### src/rtl/cpu_pkg.sv
// Shared fetch-unit constants, next-PC source encoding and address helpers.
package cpu_pkg;

    localparam logic [31:0] RESET_PC_DEF   = 32'h0000_3000;
    localparam logic [31:0] HANDLER_PC_DEF = 32'h0000_4180;
    localparam logic [31:0] IM_LO_DEF      = 32'h0000_3000;
    localparam logic [31:0] IM_HI_DEF      = 32'h0000_6FFC;
    localparam int          RAS_DEPTH_DEF  = 8;

    // Where the next fetch PC comes from; HOLD keeps the current PC on a stall.
    typedef enum logic [2:0] {
        PC_SRC_SEQ     = 3'd0,
        PC_SRC_BRANCH  = 3'd1,
        PC_SRC_JUMP    = 3'd2,
        PC_SRC_JR      = 3'd3,
        PC_SRC_ERET    = 3'd4,
        PC_SRC_HANDLER = 3'd5,
        PC_SRC_HOLD    = 3'd6
    } pc_src_e;

    // Conditional-branch target: delay-slot PC plus the word-scaled signed offset.
    function automatic logic [31:0] branch_target(input logic [31:0] pc_d,
                                                  input logic [15:0] imm16);
        return pc_d + 32'd4 + {{14{imm16[15]}}, imm16, 2'b00};
    endfunction

    // j/jal target: keep the 256 MB region of the D-stage PC.
    function automatic logic [31:0] jump_target(input logic [31:0] pc_d,
                                                input logic [25:0] imm26);
        return {pc_d[31:28], imm26, 2'b00};
    endfunction

    // Fetch address is illegal when misaligned or outside the instruction memory.
    function automatic logic fetch_addr_err(input logic [31:0] pc,
                                            input logic [31:0] lo,
                                            input logic [31:0] hi);
        return (pc[1:0] != 2'b00) || (pc < lo) || (pc > hi);
    endfunction

endpackage

### src/rtl/pc_gen_if.sv
// Bundle between the decode/exception logic (master) and the PC generator (slave).
interface pc_gen_if;
    logic        stall;
    logic        req;
    logic        eret_d;
    logic [31:0] epc;
    logic [31:0] pc_d;
    logic [25:0] imm26;
    logic [15:0] imm16;
    logic        branch_taken;
    logic        jump;
    logic        link;
    logic        j_return;
    logic        jr_is_ra;
    logic [31:0] jr_target;
    logic [31:0] pc_f;
    logic        adel_f;
    logic [31:0] ras_top;
    logic        ras_empty;
    logic        ras_full;
    logic [15:0] ras_hits;

    modport master (
        output stall, req, eret_d, epc, pc_d, imm26, imm16, branch_taken,
               jump, link, j_return, jr_is_ra, jr_target,
        input  pc_f, adel_f, ras_top, ras_empty, ras_full, ras_hits
    );

    modport slave (
        input  stall, req, eret_d, epc, pc_d, imm26, imm16, branch_taken,
               jump, link, j_return, jr_is_ra, jr_target,
        output pc_f, adel_f, ras_top, ras_empty, ras_full, ras_hits
    );
endinterface

### src/rtl/ras.sv
// Return-address stack: circular buffer whose oldest entry is overwritten on overflow.
module ras
    import cpu_pkg::*;
#(
    parameter int DEPTH = RAS_DEPTH_DEF
) (
    input  logic        clk,
    input  logic        reset,
    input  logic        push,
    input  logic        pop,
    input  logic [31:0] push_data,
    output logic [31:0] top,
    output logic        empty,
    output logic        full
);

    localparam int PW = $clog2(DEPTH);
    localparam int CW = PW + 1;

    logic [31:0]   mem_q [DEPTH];
    logic [31:0]   mem_d [DEPTH];
    logic [PW-1:0] ptr_q;
    logic [PW-1:0] ptr_d;
    logic [CW-1:0] count_q;
    logic [CW-1:0] count_d;
    logic [PW-1:0] top_idx_s;

    // ptr_q is the next write slot, so the top entry sits one below it (mod DEPTH).
    always_comb begin
        top_idx_s = ptr_q - PW'(1);
    end

    // Stack update: push+pop rewrites the top, overflow wraps onto the oldest slot.
    always_comb begin
        mem_d   = mem_q;
        ptr_d   = ptr_q;
        count_d = count_q;
        if (push && pop) begin
            mem_d[top_idx_s] = push_data;
        end else if (push) begin
            mem_d[ptr_q] = push_data;
            ptr_d        = ptr_q + PW'(1);
            if (count_q != CW'(DEPTH)) begin
                count_d = count_q + CW'(1);
            end else begin
                count_d = count_q;
            end
        end else if (pop) begin
            if (count_q != CW'(0)) begin
                ptr_d   = top_idx_s;
                count_d = count_q - CW'(1);
            end else begin
                ptr_d   = ptr_q;
                count_d = count_q;
            end
        end else begin
            count_d = count_q;
        end
    end

    // State registers; reset discards every stored return address.
    always_ff @(posedge clk) begin
        if (reset) begin
            ptr_q   <= PW'(0);
            count_q <= CW'(0);
            for (int i = 0; i < DEPTH; i++) begin
                mem_q[i] <= 32'h0000_0000;
            end
        end else begin
            ptr_q   <= ptr_d;
            count_q <= count_d;
            for (int i = 0; i < DEPTH; i++) begin
                mem_q[i] <= mem_d[i];
            end
        end
    end

    // Status and top read; an empty stack predicts zero.
    always_comb begin
        empty = (count_q == CW'(0));
        full  = (count_q == CW'(DEPTH));
        if (count_q == CW'(0)) begin
            top = 32'h0000_0000;
        end else begin
            top = mem_q[top_idx_s];
        end
    end

endmodule

### src/rtl/pc_gen.sv
// Fetch PC generator: prioritised next-PC mux, PC register and return-address predictor.
module pc_gen
    import cpu_pkg::*;
#(
    parameter logic [31:0] RESET_PC   = RESET_PC_DEF,
    parameter logic [31:0] HANDLER_PC = HANDLER_PC_DEF,
    parameter logic [31:0] IM_LO      = IM_LO_DEF,
    parameter logic [31:0] IM_HI      = IM_HI_DEF,
    parameter int          RAS_DEPTH  = RAS_DEPTH_DEF
) (
    input  logic    clk,
    input  logic    reset,
    pc_gen_if.slave bus
);

    pc_src_e     pc_src_s;
    logic [31:0] pc_f_q;
    logic [31:0] pc_f_d;
    logic [15:0] hits_q;
    logic [15:0] hits_d;
    logic        accept_s;
    logic        ras_push_s;
    logic        ras_pop_s;
    logic        ras_hit_s;
    logic [31:0] ras_top_s;
    logic        ras_empty_s;
    logic        ras_full_s;

    // Source select: exceptions and eret override a stall, otherwise a stall holds the PC.
    always_comb begin
        pc_src_s = PC_SRC_SEQ;
        if (bus.req) begin
            pc_src_s = PC_SRC_HANDLER;
        end else if (bus.eret_d) begin
            pc_src_s = PC_SRC_ERET;
        end else if (bus.stall) begin
            pc_src_s = PC_SRC_HOLD;
        end else if (bus.j_return) begin
            pc_src_s = PC_SRC_JR;
        end else if (bus.jump) begin
            pc_src_s = PC_SRC_JUMP;
        end else if (bus.branch_taken) begin
            pc_src_s = PC_SRC_BRANCH;
        end else begin
            pc_src_s = PC_SRC_SEQ;
        end
    end

    // Next-PC mux; register returns always use the forwarded target, never the RAS.
    always_comb begin
        pc_f_d = pc_f_q + 32'd4;
        case (pc_src_s)
            PC_SRC_HANDLER: pc_f_d = HANDLER_PC;
            PC_SRC_ERET:    pc_f_d = bus.epc;
            PC_SRC_HOLD:    pc_f_d = pc_f_q;
            PC_SRC_JR:      pc_f_d = bus.jr_target;
            PC_SRC_JUMP:    pc_f_d = jump_target(bus.pc_d, bus.imm26);
            PC_SRC_BRANCH:  pc_f_d = branch_target(bus.pc_d, bus.imm16);
            PC_SRC_SEQ:     pc_f_d = pc_f_q + 32'd4;
            default:        pc_f_d = pc_f_q + 32'd4;
        endcase
    end

    // Fetch PC register.
    always_ff @(posedge clk) begin
        if (reset) begin
            pc_f_q <= RESET_PC;
        end else begin
            pc_f_q <= pc_f_d;
        end
    end

    // The stack only moves on cycles the D-stage instruction actually retires from decode.
    always_comb begin
        accept_s   = !bus.stall && !bus.req;
        ras_push_s = accept_s && bus.link;
        ras_pop_s  = accept_s && bus.j_return && bus.jr_is_ra;
        ras_hit_s  = ras_pop_s && !ras_empty_s && (ras_top_s == bus.jr_target);
    end

    ras #(
        .DEPTH(RAS_DEPTH)
    ) u_ras (
        .clk       (clk),
        .reset     (reset),
        .push      (ras_push_s),
        .pop       (ras_pop_s),
        .push_data (bus.pc_d + 32'd8),
        .top       (ras_top_s),
        .empty     (ras_empty_s),
        .full      (ras_full_s)
    );

    // Prediction hit counter, saturating at all-ones.
    always_comb begin
        if (ras_hit_s && (hits_q != 16'hFFFF)) begin
            hits_d = hits_q + 16'd1;
        end else begin
            hits_d = hits_q;
        end
    end

    // Hit counter register.
    always_ff @(posedge clk) begin
        if (reset) begin
            hits_q <= 16'h0000;
        end else begin
            hits_q <= hits_d;
        end
    end

    // Drive the bus outputs; the address-error flag is a decode of the registered PC.
    always_comb begin
        bus.pc_f      = pc_f_q;
        bus.adel_f    = fetch_addr_err(pc_f_q, IM_LO, IM_HI);
        bus.ras_top   = ras_top_s;
        bus.ras_empty = ras_empty_s;
        bus.ras_full  = ras_full_s;
        bus.ras_hits  = hits_q;
    end

endmodule

### src/flat_wrapper.sv
// flat-port wrapper written by rule: the top's interface ports become plain ports
module pc_gen_flat import cpu_pkg::*;
#(
    parameter logic [31:0] RESET_PC   = RESET_PC_DEF,
    parameter logic [31:0] HANDLER_PC = HANDLER_PC_DEF,
    parameter logic [31:0] IM_LO      = IM_LO_DEF,
    parameter logic [31:0] IM_HI      = IM_HI_DEF,
    parameter int          RAS_DEPTH  = RAS_DEPTH_DEF
)
  (clk, reset, bus_stall, bus_req, bus_eret_d, bus_epc, bus_pc_d, bus_imm26, bus_imm16, bus_branch_taken, bus_jump, bus_link, bus_j_return, bus_jr_is_ra, bus_jr_target, bus_pc_f, bus_adel_f, bus_ras_top, bus_ras_empty, bus_ras_full, bus_ras_hits);
  pc_gen_if bus_i ();
  input  logic clk;
  input  logic reset;
  input wire logic [$bits(bus_i.stall)-1:0] bus_stall;
  input wire logic [$bits(bus_i.req)-1:0] bus_req;
  input wire logic [$bits(bus_i.eret_d)-1:0] bus_eret_d;
  input wire logic [$bits(bus_i.epc)-1:0] bus_epc;
  input wire logic [$bits(bus_i.pc_d)-1:0] bus_pc_d;
  input wire logic [$bits(bus_i.imm26)-1:0] bus_imm26;
  input wire logic [$bits(bus_i.imm16)-1:0] bus_imm16;
  input wire logic [$bits(bus_i.branch_taken)-1:0] bus_branch_taken;
  input wire logic [$bits(bus_i.jump)-1:0] bus_jump;
  input wire logic [$bits(bus_i.link)-1:0] bus_link;
  input wire logic [$bits(bus_i.j_return)-1:0] bus_j_return;
  input wire logic [$bits(bus_i.jr_is_ra)-1:0] bus_jr_is_ra;
  input wire logic [$bits(bus_i.jr_target)-1:0] bus_jr_target;
  output wire logic [$bits(bus_i.pc_f)-1:0] bus_pc_f;
  output wire logic [$bits(bus_i.adel_f)-1:0] bus_adel_f;
  output wire logic [$bits(bus_i.ras_top)-1:0] bus_ras_top;
  output wire logic [$bits(bus_i.ras_empty)-1:0] bus_ras_empty;
  output wire logic [$bits(bus_i.ras_full)-1:0] bus_ras_full;
  output wire logic [$bits(bus_i.ras_hits)-1:0] bus_ras_hits;
  assign bus_i.stall = bus_stall;
  assign bus_i.req = bus_req;
  assign bus_i.eret_d = bus_eret_d;
  assign bus_i.epc = bus_epc;
  assign bus_i.pc_d = bus_pc_d;
  assign bus_i.imm26 = bus_imm26;
  assign bus_i.imm16 = bus_imm16;
  assign bus_i.branch_taken = bus_branch_taken;
  assign bus_i.jump = bus_jump;
  assign bus_i.link = bus_link;
  assign bus_i.j_return = bus_j_return;
  assign bus_i.jr_is_ra = bus_jr_is_ra;
  assign bus_i.jr_target = bus_jr_target;
  assign bus_pc_f = bus_i.pc_f;
  assign bus_adel_f = bus_i.adel_f;
  assign bus_ras_top = bus_i.ras_top;
  assign bus_ras_empty = bus_i.ras_empty;
  assign bus_ras_full = bus_i.ras_full;
  assign bus_ras_hits = bus_i.ras_hits;
  pc_gen #(.RESET_PC(RESET_PC), .HANDLER_PC(HANDLER_PC), .IM_LO(IM_LO), .IM_HI(IM_HI), .RAS_DEPTH(RAS_DEPTH)) u_core (.clk(clk), .reset(reset), .bus(bus_i));
endmodule
### config.mk
export PLATFORM = sky130hd
export DESIGN_NAME = pc_gen_flat
export DESIGN_NICKNAME = d
export VERILOG_FILES = /design/src/rtl/cpu_pkg.sv /design/src/rtl/pc_gen_if.sv /design/src/rtl/ras.sv /design/src/rtl/pc_gen.sv /design/src/flat_wrapper.sv
export SDC_FILE = /design/constraint.sdc
export NUM_CORES = 1
export LEC_CHECK = 0
export ABC_AREA = 1
export BUFFER_PORTS_ARGS = -buffer_cell sky130_fd_sc_hd__buf_2
export CORE_MARGIN = 1.5
export CORE_UTILIZATION = 60
export DETAILED_ROUTE_END_ITERATION = 8
export GPL_TIMING_DRIVEN = 0
export PLACE_DENSITY = 0.85
export SETUP_SLACK_MARGIN = 0.4
export SYNTH_ARGS = -nofsm -noshare
export SYNTH_HDL_FRONTEND = slang
export SYNTH_SLANG_ARGS = --single-unit
### constraint.sdc
create_clock -name clk -period 4.22 [get_ports clk]
set_input_delay 0.211 -clock clk [delete_from_list [all_inputs] [get_ports clk]]
set_output_delay 0.211 -clock clk [all_outputs]
set_load 0.05 [all_outputs]
==> results of run 1 <==
-- flip-flops by register name, summed over array words and instances, names as in the netlist --
signal	cells
u_core.u_ras.mem_q	256
u_core.bus.pc_f	32
u_core.bus.ras_hits	16
u_core.u_ras.count_q	4
u_core.u_ras.ptr_q	3
-- worst max-delay path by stage --
stage,slack [ns],startpoint,end,depth (start not counted)
4_1_cts,0.43,u_core.u_ras.ptr_q[0]$_SDFFE_PP0P_,u_core.bus.ras_hits[6]$_SDFFE_PP0P_,25
3_5_place_dp,0.23,u_core.u_ras.ptr_q[0]$_SDFFE_PP0P_,u_core.bus.ras_hits[6]$_SDFFE_PP0P_,25
3_3_place_gp,0.25,u_core.u_ras.ptr_q[0]$_SDFFE_PP0P_,u_core.bus.ras_hits[11]$_SDFFE_PP0P_,25
5_1_grt,0.38,u_core.u_ras.ptr_q[0]$_SDFFE_PP0P_,u_core.bus.ras_hits[9]$_SDFFE_PP0P_,23
2_1_floorplan,1.32,u_core.u_ras.ptr_q[0]$_SDFFE_PP0P_,u_core.bus.ras_hits[11]$_SDFFE_PP0P_,25
6_report,0.41,u_core.u_ras.ptr_q[0]$_SDFFE_PP0P_,u_core.bus.ras_hits[6]$_SDFFE_PP0P_,25
-- repair_timing --
| action | in CTS | in global routing |
|---|---|---|
| setup endpoints to repair | 21 | 33 |
| hold buffers | 4 | 0 |
| gates cloned | 0 | 0 |
| hold endpoints to repair | 3 | 0 |
| resized for setup | 13 | 29 |
| setup buffers | 0 | 0 |
-- kinds of logic after synthesis --
group,after synthesis,synth area share
AOI/OAI and AO/OA,718,0.198
DFF,311,0.328
adders and majority gates,68,0.0456
and+or+nand+nor,1488,0.317
buffers and inverters,393,0.0872
xor gates and xnor gates,50,0.0241
-- layout make-up --
type	count	area [um^2]
repair buffers	234	1190
well taps	396	495
clock inverters	22	418
plain buffers	165	871
fillers	2554	8660
flip-flops and latches	311	6230
inverters	228	861
clock buffers	42	973
diodes	3	7.51
multi-input cells	2324	11100
-- metal layers --
metal  GRT usage  share of wire  wire, um  vias to the layer above
met4       0.431           0.10      8910                        0
met3       0.135           0.14     11900                      616
li1            -              -         -                    10446
met5           0              0         0                        -
met1       0.593           0.34     29100                    10611
met2       0.792           0.42     36400                     2109
-- critical path, cell delays in order (launching register included) --
cell and delay [ns]:
dfxtp_1 0.33, buf_4 0.18, inv_4 0.08, buf_8 0.17
buf_8 0.17, ha_1 0.29, clkbuf_2 0.18, inv_2 0.12
buf_6 0.18, buf_8 0.20, nand2_1 0.07, nand2_1 0.09
nand2_1 0.09, nand2_1 0.19, nand2_2 0.13, nand2_1 0.10
nand2_1 0.06, nor2_1 0.17, nand2_1 0.09, nor2_1 0.10
nand2_1 0.09, nor2_4 0.21, buf_6 0.17, nand3_1 0.07
nand2_1 0.08, nor2_1 0.05
-- synthesized netlist by cell type, types with 6 or more instances --
library cell / n
a221oi_1: 12
nand3_1: 100
nor4_1: 9
a22o_1: 6
buf_6: 13
nand4_1: 35
xnor2_1: 20
a31oi_1: 7
nor2_1: 233
buf_1: 32
dfxtp_1: 311
inv_1: 221
nand2_1: 1045
o21ai_0: 343
buf_2: 31
clkbuf_1: 78
a21oi_1: 316
or2_2: 6
nand3b_1: 22
xor2_1: 29
nor3_1: 25
o211ai_1: 9
buf_4: 10
ha_1: 66
-- where the power goes --
group | switching (mW) | internal [mW]
Clock | 1.41 | 2.29
Sequential | 0.0747 | 3.00
Combinational | 1.14 | 0.418
Total | 2.63 | 5.71
-- per-stage QoR --
stage | power [mW] | utilization | setup WS (ns) | hold slack, ns | area, um^2
global route | 8.45 | 0.719 | 0.379 | 0.0452 | 22200
detailed placement | 4.57 | 0.669 | 0.231 | 0.472 | 20600
global placement | 4.54 | 0.669 | 0.251 | 0.463 | 20600
CTS | 8.17 | 0.716 | 0.427 | 0.0103 | 22100
floorplan | 3.99 | - | 1.32 | 0.371 | 19000
finish | 8.33 | 0.719 | 0.405 | 0.00577 | 22200
==> results.yml, run 1 <==
run_status:
  status: "finished with violations"
  failed_checks: "max-capacitance violations"
sta:
  slew_headroom: 0.00888
  setup_violations: 0
  achievable-frequency_mhz: 262
  post-route-period-util: 0.904
  hold_viol: 0
  period_needed_ns: 3.81
  worst_slew_pin_slew_ns: 1.48
  clock_skew_ns: 0.0312
  fin_tns_setup_ns: 0
  slew_viol_final: 0
  rsz0062_at_grt: "yes"
logic_synthesis:
  synth_edf_count: 0
  synth_top_area_share: 0.328
  syn_nets: 3244
  ys_seq_area_frac: 0.328
  ys_types: 50
  synth.largest_area_cell: "dfxtp_1"
  synth-warning-count: 0
  avgSynthCellArea_um2: 6.27
  ys_async_sr_fraction: 0
  yosys-top-cells-area: "dfxtp_1 33%, nand2_1 21%, o21ai_0 9.0%"
  synth-seq-cells: 311
  syn_inst: 3028
  synthFlopType: "dfxtp_1"
  syn_area_um2: 19000
worst_setup_path:
  critPathMaxFanout: 11
  cp-start-kind: "flop"
  r2r_slack_ns: 0.41
  cp_data_required_time_ns: 4.64
  endpoint_kind: "flop"
  criticalPathCategory: "reg2reg"
  r2r-start: "u_core.u_ras.ptr_q[0]$_SDFFE_PP0P_"
  cp.arrival_ns: 4.24
  r2r_end: "u_core.bus.ras_hits[6]$_SDFFE_PP0P_"
  reg2regPathDepth: 25
detailed_routing:
  drt-total-wl_um: 86300
  drc: 0
  viasPerCell: 6.38
  first_pass_iters: 9
  vias: 23782
  drtIter0Drc: 3714
  post_drt_wl_per_cell_um: 23.2
  ant_nets: 0
floorplan:
  fp-row-count: 64
  die_area_um2: 32700
  die-height_um: 181
  start_util: 0.616
  die_width_um: 181
  ios: 231
  coreArea_um2: 30800
clock_tree:
  clkSinkCount: 311
  numCtsBuffers: 35
  path_clk_slew_ns: 0.07
  clock-root-buffer: "clkbuf_16"
  cts_buffer_depth: 3
  clk_latency_ns: 0.56
  cts_tree: "yes"
  cts_max_level: 2
power:
  power.leakage_nw: 11.1
  power-per-cell-area_nw_per_um2: 376
  ir_drop_uv: 419
global_routing:
  grt_pass1_wl_um: 128000
  grt_pass1_vias: 22147
  grt_usage: 0.512
  grt_max_degree: 16
  grt_antenna_before_repair: 3
  grt_overflow_total: 0
worst_hold_path:
  hold_path_class: "in2reg"
  whs_endpoint: "u_core.bus.pc_f[28]$_SDFFE_PP0P_"
  holdCritStartpoint: "bus_epc[28]"
  whs_path_depth: 5
finish:
  drive_gt1_frac: 0.116
  final_common_cell: "nand2_1"
  nets: 3515
  layout.cells.non_filler: 3725
  final_cell_mix: "1035 x nand2_1, 343 x o21ai_0, 316 x a21oi_1"
  syn2layout_area_growth_pct: 16.8
run:
  maxCapViolations: 1
placement:
  dpl.hpwl_um: 64500
  port_buffers: 230
  dp.cells: 3654
  globalplace.congestion: 1.07
Note: power is estimated with default switching activity, not from simulation.
==> inputs of run 2 (changes only) <==
--- a/config.mk
+++ b/config.mk
@@ -8,9 +8,11 @@
 export ABC_AREA = 1
 export BUFFER_PORTS_ARGS = -buffer_cell sky130_fd_sc_hd__buf_2
+export CELL_PAD_IN_SITES_DETAIL_PLACEMENT = 0
+export CELL_PAD_IN_SITES_GLOBAL_PLACEMENT = 1
 export CORE_MARGIN = 1.5
-export CORE_UTILIZATION = 60
+export CORE_UTILIZATION = 45
 export DETAILED_ROUTE_END_ITERATION = 8
 export GPL_TIMING_DRIVEN = 0
-export PLACE_DENSITY = 0.85
+export PLACE_DENSITY = 0.9
 export SETUP_SLACK_MARGIN = 0.4
 export SYNTH_ARGS = -nofsm -noshare
==> constraint.sdc (replaced) <==
create_clock -name clk -period 4.22 [get_ports clk]
set_input_delay 0.211 -clock clk [delete_from_list [all_inputs] [get_ports clk]]
set_output_delay 0.211 -clock clk [all_outputs]
set_load 0.1 [all_outputs]
==> results.yml, run 2 (synthesis results as in run 1) <==
worst_setup_path:
  crit_chain: "buf_4, inv_4, buf_6, buf_6, ha_1, clkbuf_2, inv_2, buf_6, buf_4, nand2_1, nand2_1, nand2_1, nand2_2, nand2_1, inv_1, buf_2"
  slowest_stage: "buf_2"
  r2r_slack_ns: 0.55
  endpoint_kind: "output port"
  r2r-start: "u_core.u_ras.ptr_q[0]$_SDFFE_PP0P_"
  crit_start: "u_core.u_ras.ptr_q[0]$_SDFFE_PP0P_"
  critPathMaxFanout: 10
  path_buf_inv: 10
  critical-path-top-delay-family: "buffers and inverters"
  cp.arrival_ns: 3.47
  cp-start-kind: "flop"
  cp_data_required_time_ns: 4.01
  crit_top_cell: "nand2_1"
  r2r_end: "u_core.bus.ras_hits[0]$_SDFFE_PP0P_"
  slowest_delay_ns: 0.43
  criticalPathCategory: "reg2out"
  reg2regPathDepth: 24
  cp.depth: 16
finish:
  final_common_cell: "nand2_1"
  final_cell_mix: "1033 x nand2_1, 343 x o21ai_0, 316 x a21oi_1"
  largest_register: "u_core.u_ras.mem_q"
  design_area_um2: 22100
  fill_cells: 4332
  multi_input_area_um2: 11100
  diodes: 0
  fin_util: 0.530
  nets: 3517
  largest_reg_flops: 256
  ff_latch_area_um2: 6230
  syn2layout_area_growth_pct: 16.7
  drive_gt1_frac: 0.115
clock_tree:
  cts_buffer_depth: 3
  numCtsBuffers: 37
  clk_latency_ns: 0.58
  cts_tree: "yes"
  clkSinkCount: 311
  cts_max_level: 2
  clock-root-buffer: "clkbuf_16"
  path_clk_slew_ns: 0.06
detailed_routing:
  ant_nets: 0
  drt-total-wl_um: 87400
  post_drt_wl_per_cell_um: 22.6
  viasPerCell: 5.79
  first_pass_iters: 6
  drtIter0Drc: 2690
  drc: 0
  vias: 22368
run:
  maxCapViolations: 0
power:
  power-per-cell-area_nw_per_um2: 360
  ir_drop_uv: 317
  power.leakage_nw: 11.0
placement:
  dpl_cell_area_um2: 20800
  globalplace.congestion: 1.06
  dpl.hpwl_um: 66600
  port_buffers: 230
  pre_cts_slack_ns: 0.214
sta:
  holdWs_ns: 0.00808
  clock_skew_ns: 0.0309
  slew_headroom: 0.0985
  hold_viol: 0
  setup_violations: 0
  fin_tns_setup_ns: 0
  postLayoutSetupSlackWorst_ns: 0.537
  slew_viol_final: 0
  worst_slew_pin_slew_ns: 1.34
  achievable-frequency_mhz: 272
  rsz0062_at_grt: "yes"
  post-route-period-util: 0.873
  period_needed_ns: 3.68
global_routing:
  grt_pass1_wl_um: 127000
  grt_pass1_vias: 20324
  grt_overflow_total: 0
  grt_antenna_before_repair: 0
  grt_max_degree: 16
  grt_usage: 0.391
floorplan:
  fp-row-count: 75
  start_util: 0.454
  die_width_um: 208
  ios: 231
  die_area_um2: 43400
  coreArea_um2: 41800
  die-height_um: 208
worst_hold_path:
  hold_path_class: "in2reg"
  whs_path_depth: 5
  whs_endpoint: "u_core.bus.pc_f[11]$_SDFFE_PP0P_"
  holdCritStartpoint: "bus_epc[11]"
run_status:
  status: "complete, no violations"
## run 2: what timing repair did
action	4_1_cts	5_1_grt
hold endpoints to repair	1	0
endpoints found under the setup margin	46	27
hold buffers	2	0
pin swaps	0	2
buffers inserted	0	2
resized for setup	22	25
## run 2: through the flow
step,cells,total power [mW]
2_1_floorplan,3028,4.11
3_3_place_gp,3797,4.71
3_5_place_dp,3797,4.72
4_1_cts,3863,7.91
5_1_grt,3865,8.15
6_report,3865,7.97
## run 2: worst register-to-register path: cells and delay by family, from the launching register on
kind                       cells  cell delay, ns
and+or+nand+nor               14            1.47
AOI/OAI and AO/OA              1            0.18
buffers and inverters          8            1.27
adders and majority gates      1            0.30
DFF                            1            0.33
## run 2: where the power goes
group	internal, mW	leakage (nW)	total [mW]	switching [mW]
clock	1.85	0.581	3.24	1.39
combinational	0.413	7.89	1.66	1.25
sequential	3.00	2.52	3.07	0.0710
total	5.27	11.0	7.97	2.71
## run 2: worst max path at each step
stage / slack [ns] / endpoint
floorplan: 1.27 / u_core.bus.pc_f[22]$_SDFFE_PP0P_
global placement: 0.17 / u_core.bus.ras_hits[11]$_SDFFE_PP0P_
detailed placement: 0.21 / u_core.bus.ras_hits[11]$_SDFFE_PP0P_
CTS: 0.46 / u_core.bus.ras_hits[11]$_SDFFE_PP0P_
global route: 0.37 / u_core.bus.ras_hits[11]$_SDFFE_PP0P_
finish: 0.54 / bus_ras_top[24]
## run 2: area by class of cell
type,count,area share
timing repair buffer,234,0.0542
sequential,311,0.281
inverter,228,0.0389
multi-input combinational,2324,0.503
tap,539,0.0304
clock buffer,55,0.0490
clock inverter,9,0.00480
buffer,165,0.0390
## run 2: metal layers
metal / global-route usage / share of wire / vias to the layer above
li1: - / - / 10437
met1: 0.505 / 0.40 / 10388
met2: 0.610 / 0.44 / 1305
met3: 0.0637 / 0.10 / 238
met4: 0.240 / 0.065 / 0
met5: 0 / 0 / -
